File: src/rtl/jk_ff_bank_if.sv
// jk_ff_bank_if: signal bundle for the jk_ff_bank register bank.
//
// Purpose : groups the control/data inputs and registered outputs of the bank
//           so a controller and the bank connect through one port.
// Modports: master - drives en/mode/j/k/load/load_data/err_clr, observes outputs
//           slave  - the bank itself; drives q/qb/sr_err/chg (and chg_cnt)
// Macro   : JK_FF_BANK_CHG_CNT_EN adds chg_cnt [CNT_W-1:0] to both modports.

interface jk_ff_bank_if #(
    parameter int WIDTH = 8,
    parameter int CNT_W = 16
);
    logic             en;
    logic [1:0]       mode;
    logic [WIDTH-1:0] j;
    logic [WIDTH-1:0] k;
    logic             load;
    logic [WIDTH-1:0] load_data;
    logic             err_clr;
    logic [WIDTH-1:0] q;
    logic [WIDTH-1:0] qb;
    logic             sr_err;
    logic             chg;

    if (WIDTH < 1 || WIDTH > 32 || CNT_W < 1) begin : g_bad_param
        $error("jk_ff_bank_if: WIDTH must be 1..32 and CNT_W at least 1");
    end

`ifdef JK_FF_BANK_CHG_CNT_EN
    logic [CNT_W-1:0] chg_cnt;

    modport master (
        output en, mode, j, k, load, load_data, err_clr,
        input  q, qb, sr_err, chg, chg_cnt
    );

    modport slave (
        input  en, mode, j, k, load, load_data, err_clr,
        output q, qb, sr_err, chg, chg_cnt
    );
`else
    modport master (
        output en, mode, j, k, load, load_data, err_clr,
        input  q, qb, sr_err, chg
    );

    modport slave (
        input  en, mode, j, k, load, load_data, err_clr,
        output q, qb, sr_err, chg
    );
`endif

endinterface

File: src/rtl/jk_ff_bank.sv
// jk_ff_bank: WIDTH-bit edge-triggered flag register bank with run-time
// selectable JK / SR / D / T semantics, parallel load, sticky illegal-SR
// flag and a one-cycle change-detect pulse.
//
// Ports:
//   clk  - rising-edge clock
//   rst  - synchronous, active-high reset (beats load, en and err_clr)
//   bus  - jk_ff_bank_if.slave
//          en, mode(00 JK/01 SR/10 D/11 T), j, k, load, load_data, err_clr in
//          q, qb (always ~q), sr_err (sticky), chg (pulse) out
// Macro:
//   JK_FF_BANK_CHG_CNT_EN - adds bus.chg_cnt, a saturating count of chg pulses.
//
// Every output is a flop; there is no combinational input-to-output path.

module jk_ff_bank #(
    parameter int               WIDTH   = 8,
    parameter logic [WIDTH-1:0] RST_VAL = {WIDTH{1'b0}},
    parameter int               CNT_W   = 16
) (
    input  logic         clk,
    input  logic         rst,
    jk_ff_bank_if.slave  bus
);

    localparam logic [1:0] MODE_JK = 2'b00;
    localparam logic [1:0] MODE_SR = 2'b01;
    localparam logic [1:0] MODE_D  = 2'b10;
    localparam logic [1:0] MODE_T  = 2'b11;

    if (WIDTH < 1 || WIDTH > 32 || CNT_W < 1) begin : g_bad_param
        $error("jk_ff_bank: WIDTH must be 1..32 and CNT_W at least 1");
    end

    logic [WIDTH-1:0] q_next;
    logic             err_set;

    always_comb begin
        q_next  = bus.q;
        err_set = 1'b0;
        if (bus.load) begin
            q_next = bus.load_data;
        end else if (bus.en) begin
            case (bus.mode)
                // Characteristic equation q+ = J~q | ~Kq covers hold/clear/set/toggle.
                MODE_JK: q_next = (bus.j & ~bus.q) | (~bus.k & bus.q);
                // S=R=1 is treated as hold: only bits where S and R differ move.
                MODE_SR: begin
                    q_next  = (bus.j & ~bus.k) | (bus.q & ~(bus.j ^ bus.k));
                    err_set = |(bus.j & bus.k);
                end
                MODE_D:  q_next = bus.j;
                MODE_T:  q_next = bus.q ^ bus.j;
                default: q_next = bus.q;
            endcase
        end
    end

    always_ff @(posedge clk) begin
        if (rst) begin
            bus.q      <= RST_VAL;
            bus.qb     <= ~RST_VAL;
            bus.sr_err <= 1'b0;
            bus.chg    <= 1'b0;
        end else begin
            bus.q      <= q_next;
            bus.qb     <= ~q_next;
            bus.chg    <= (q_next != bus.q);
            // A new illegal pattern wins over a simultaneous clear.
            bus.sr_err <= err_set | (bus.sr_err & ~bus.err_clr);
        end
    end

`ifdef JK_FF_BANK_CHG_CNT_EN
    always_ff @(posedge clk) begin
        if (rst) begin
            bus.chg_cnt <= '0;
        end else if (bus.chg && (bus.chg_cnt != {CNT_W{1'b1}})) begin
            bus.chg_cnt <= bus.chg_cnt + 1'b1;
        end
    end
`endif

endmodule

File: src/flat_wrapper.sv
// flat-port wrapper written by rule: the top's interface ports become plain ports
module jk_ff_bank_flat 
#(
    parameter int               WIDTH   = 8,
    parameter logic [WIDTH-1:0] RST_VAL = {WIDTH{1'b0}},
    parameter int               CNT_W   = 16
)
  (clk, rst, bus_en, bus_mode, bus_j, bus_k, bus_load, bus_load_data, bus_err_clr, bus_q, bus_qb, bus_sr_err, bus_chg);
  jk_ff_bank_if #(.WIDTH(WIDTH), .CNT_W(CNT_W)) bus_i ();
  input  logic clk;
  input  logic rst;
  input wire logic [$bits(bus_i.en)-1:0] bus_en;
  input wire logic [$bits(bus_i.mode)-1:0] bus_mode;
  input wire logic [$bits(bus_i.j)-1:0] bus_j;
  input wire logic [$bits(bus_i.k)-1:0] bus_k;
  input wire logic [$bits(bus_i.load)-1:0] bus_load;
  input wire logic [$bits(bus_i.load_data)-1:0] bus_load_data;
  input wire logic [$bits(bus_i.err_clr)-1:0] bus_err_clr;
  output wire logic [$bits(bus_i.q)-1:0] bus_q;
  output wire logic [$bits(bus_i.qb)-1:0] bus_qb;
  output wire logic [$bits(bus_i.sr_err)-1:0] bus_sr_err;
  output wire logic [$bits(bus_i.chg)-1:0] bus_chg;
  assign bus_i.en = bus_en;
  assign bus_i.mode = bus_mode;
  assign bus_i.j = bus_j;
  assign bus_i.k = bus_k;
  assign bus_i.load = bus_load;
  assign bus_i.load_data = bus_load_data;
  assign bus_i.err_clr = bus_err_clr;
  assign bus_q = bus_i.q;
  assign bus_qb = bus_i.qb;
  assign bus_sr_err = bus_i.sr_err;
  assign bus_chg = bus_i.chg;
  jk_ff_bank #(.WIDTH(WIDTH), .RST_VAL(RST_VAL), .CNT_W(CNT_W)) u_core (.clk(clk), .rst(rst), .bus(bus_i));
endmodule
File: config.mk
export PLATFORM = sky130hd
export DESIGN_NAME = jk_ff_bank_flat
export DESIGN_NICKNAME = d
export VERILOG_FILES = /design/src/rtl/jk_ff_bank_if.sv /design/src/rtl/jk_ff_bank.sv /design/src/flat_wrapper.sv
export SDC_FILE = /design/constraint.sdc
export NUM_CORES = 1
export LEC_CHECK = 0
export CORE_MARGIN = 3
export CORE_UTILIZATION = 45
export DETAILED_ROUTE_END_ITERATION = 16
export PLACE_DENSITY = 0.76
export SYNTH_ARGS = -nofsm -noshare
export SYNTH_HDL_FRONTEND = slang
export SYNTH_SLANG_ARGS = --single-unit
export TNS_END_PERCENT = 30
File: constraint.sdc
create_clock -name clk -period 2.6 [get_ports clk]
set_clock_uncertainty 0.15 [all_clocks]
set_input_delay 0.65 -clock clk [delete_from_list [all_inputs] [get_ports clk]]
set_output_delay 0.65 -clock clk [all_outputs]
set_load 0.05 [all_outputs]
==> metrics.txt <==
detailed-route wire length per cell 14.1 µm; Crit. Startpoint bus_mode[1]; H-tree depth 1; height of the die 68.6 µm; total power draw 0.000945 W; post-synthesis xor/xnor area fraction 4.46%; fin crit period 2510 ps; Hold Fails Final Rpt 0; CTS Root Buffer Type clkbuf_8; WP data required 2620 ps; ant diodes 0; Setup Viol. Count Final 0; Starting Density 47.5%; CTS resizes 0; Critical Path Fanout Max 4; Total Routing Usage GR 20.6%; Placed Instances 337; Area Growth Syn to Fin 43.8%; clock power share 19.4%; maximum capacitance violations 0; die area 4710 µm²; element type at the critical path end flop; syn nets 269; Clock Latency Late Sink 250 ps; CTS max path bufs 2; Syn Inst Count 222; Synth Area in Compound Gates 30.9%; post-route design area 2540 µm²; Slew @ Worst Pin 506 ps; Min-Delay Path Class reg -> reg; main flop type after synthesis dfxtp_1; sequential power share 33.2%; Post-Synth Adder-Cell Area 13.1%; DRT Pass-1 Iters 4; Post-CTS Hold Buffers 0; RSZ-0062 raised after global routing yes; DRT Wirelength 4.80 mm; main combinational cell family by area after synthesis compound AO/OA/AOI/OAI gates; Leak 1.11 nW; Yosys cell types 53; synth top area cells dfxtp_1 20%, ha_1 11%, inv_1 4.5%, nand2_1 3.6%, a21oi_1 3.1%; CP startpoint kind primary input; Min Hold Slack 384 ps; Post-synth ARST share 0%; hold path startpoint u_core.bus.sr_err; post-synth top area cell dfxtp_1; Seq/Total Area, Yosys 20.4%; total gr overflow 0; Post-synth EDFFs 0; largest net degree at the start of global routing 18; fraction of layout cells with a size suffix above 1 18.5%; Fmax 398 MHz; multi-input logic area 1240 µm²; post-DR vias/cell 5.54; Clock transition at path regs 60 ps; final worst-path cycle share 96.6%; FF-to-FF Start u_core.bus.q[6]; CTS sink cnt 18; final cell count without fillers 340; Post-layout nets 341; detailed placement HPWL 3.91 mm; status finished clean; Initial DRC Count 117; FP Rows 22; dpl cell area 2480 µm²; Sequential cell area 360 µm²; slew margin rel. 66.1%; mux cell area share after synthesis 4.11%; TritonCTS buffer count 3; Via Count 1,883; Setup Buffers After CTS 0; Setup CP Type in -> reg; number of global-route vias before repair 1,740; Fillers 335; Final Max Slew Viols 0; P per Cell Area 372 nW/µm²; first-pass GRT wire length 7.49 mm; drt drc 0; RePlAce Congestion 0.838; Net Switching 0.000338 W; CTS tree done; Avg Inst Size Synth 7.95 µm²; synthesized area 1770 µm²; combinational power share 47.3%; Internal 0.000607 W; CP arrival 2530 ps; switch share 35.8%; Die Wd 68.6 µm; Routed Antenna Nets 0; initial antenna violation count 0; Post-Synth Simple-Gate Area 16.7%; count of state elements after synthesis 18; Synth Warn # 0; Yosys top cell area share 20.4%; core region area 3720 µm²; I/O pins 49; Max IR drop VDD 0.377 mV; input/output buffers 48
[logic make-up after synthesis]
logic type,Yosys count
compound gates,73
xor+xnor,9
fa+ha+maj,19
buf+inv,40
flops,18
mux,7
simple gates,56
[metal layers]
metal	up-vias	wire, µm	GRT usage [%]
met5	-	0	0
met4	0	7	2.23
met3	2	203	4.38
met2	47	2440	37.7
met1	885	2140	25.4
li1	949	-	-
[flip-flops by register name, indices dropped and copies added, names as in the netlist]
signal and count:
u_core.bus.chg 1, u_core.bus.q 8, u_core.bus.qb 8, u_core.bus.sr_err 1
[cell usage in the layout, fill, tap and decap left out, types with 2 or more instances in the layout]
cell type	count
clkdlybuf4s50_1	48
buf_4	36
inv_1	21
dfxtp_1	18
nand2_1	17
ha_1	16
a21oi_1	11
nor2_1	9
a31oi_1	8
o21ai_1	7
nor2b_1	6
o21ai_0	6
xor2_1	6
mux2i_1	5
nand2b_1	5
o211ai_1	5
a221oi_1	4
o22ai_1	4
o211a_1	4
nor3_1	3
nor4_1	3
xnor2_1	3
clkbuf_8	3
inv_2	2
a211oi_2	2
maj3_1	2
nand3_1	2
o221a_2	2
and2_1	2
a32o_1	2
a22oi_1	2
a32oi_1	2
o221ai_1	2
a2bb2oi_1	2
mux2_2	2
[critical path: stages]
cell	delay, ps
clkdlybuf4s50_1	550
inv_2	60
maj3_1	340
o22ai_2	170
mux2_2	360
a41o_1	240
a31oi_1	170
[cell type report]
class | count | share of cell area [%]
timing repair buffer | 84 | 29.6
sequential | 18 | 14.2
tap | 48 | 2.37
inverter | 23 | 3.40
multi-input combinational | 164 | 48.8
clock buffer | 3 | 1.63
[cells in the mapped netlist, types with 3 or more instances]
| library cell | n |
|---|---|
| inv_1 | 21 |
| dfxtp_1 | 18 |
| nand2_1 | 17 |
| ha_1 | 16 |
| a21oi_1 | 11 |
| nor2_1 | 9 |
| a31oi_1 | 8 |
| buf_2 | 8 |
| o21ai_1 | 7 |
| clkbuf_1 | 6 |
| nor2b_1 | 6 |
| o21ai_0 | 6 |
| xor2_1 | 6 |
| mux2i_1 | 5 |
| nand2b_1 | 5 |
| o211ai_1 | 5 |
| a221oi_1 | 4 |
| o211a_1 | 4 |
| o22ai_1 | 4 |
| a211oi_1 | 3 |
| buf_6 | 3 |
| nor3_1 | 3 |
| nor4_1 | 3 |
| xnor2_1 | 3 |
[worst paths after layout]
check                           end  slack [ps]  cells past startpoint
setup reg to reg     u_core.bus.chg         670                      5
hold / removal    u_core.bus.sr_err         380                      2
hold reg to reg   u_core.bus.sr_err         380                      2
setup / recovery     u_core.bus.chg          90                      7
[power by group through the flow]
| stage | Sequential (W) | Clock [W] | Combinational, W |
|---|---|---|---|
| after detailed placement | 0.000320 | 0 | 0.000442 |
| final | 0.000314 | 0.000184 | 0.000447 |
| after global routing | 0.000317 | 0.000201 | 0.000484 |
| after global placement | 0.000320 | 0 | 0.000436 |
| after floorplan | 0.000386 | 0 | 0.000197 |
| after CTS | 0.000314 | 0.000191 | 0.000444 |
[stage by stage]
stage          util, %  worst slack (ps)  TNS [ps]
5_1_grt           68.3             -8.39     -8.39
4_1_cts           67.8              93.9         0
3_5_place_dp      66.7              -167      -903
3_3_place_gp      66.7              -154      -574
2_1_floorplan        -               459         0
6_report          68.3              88.9         0
Power figures use the tool's default switching activity.
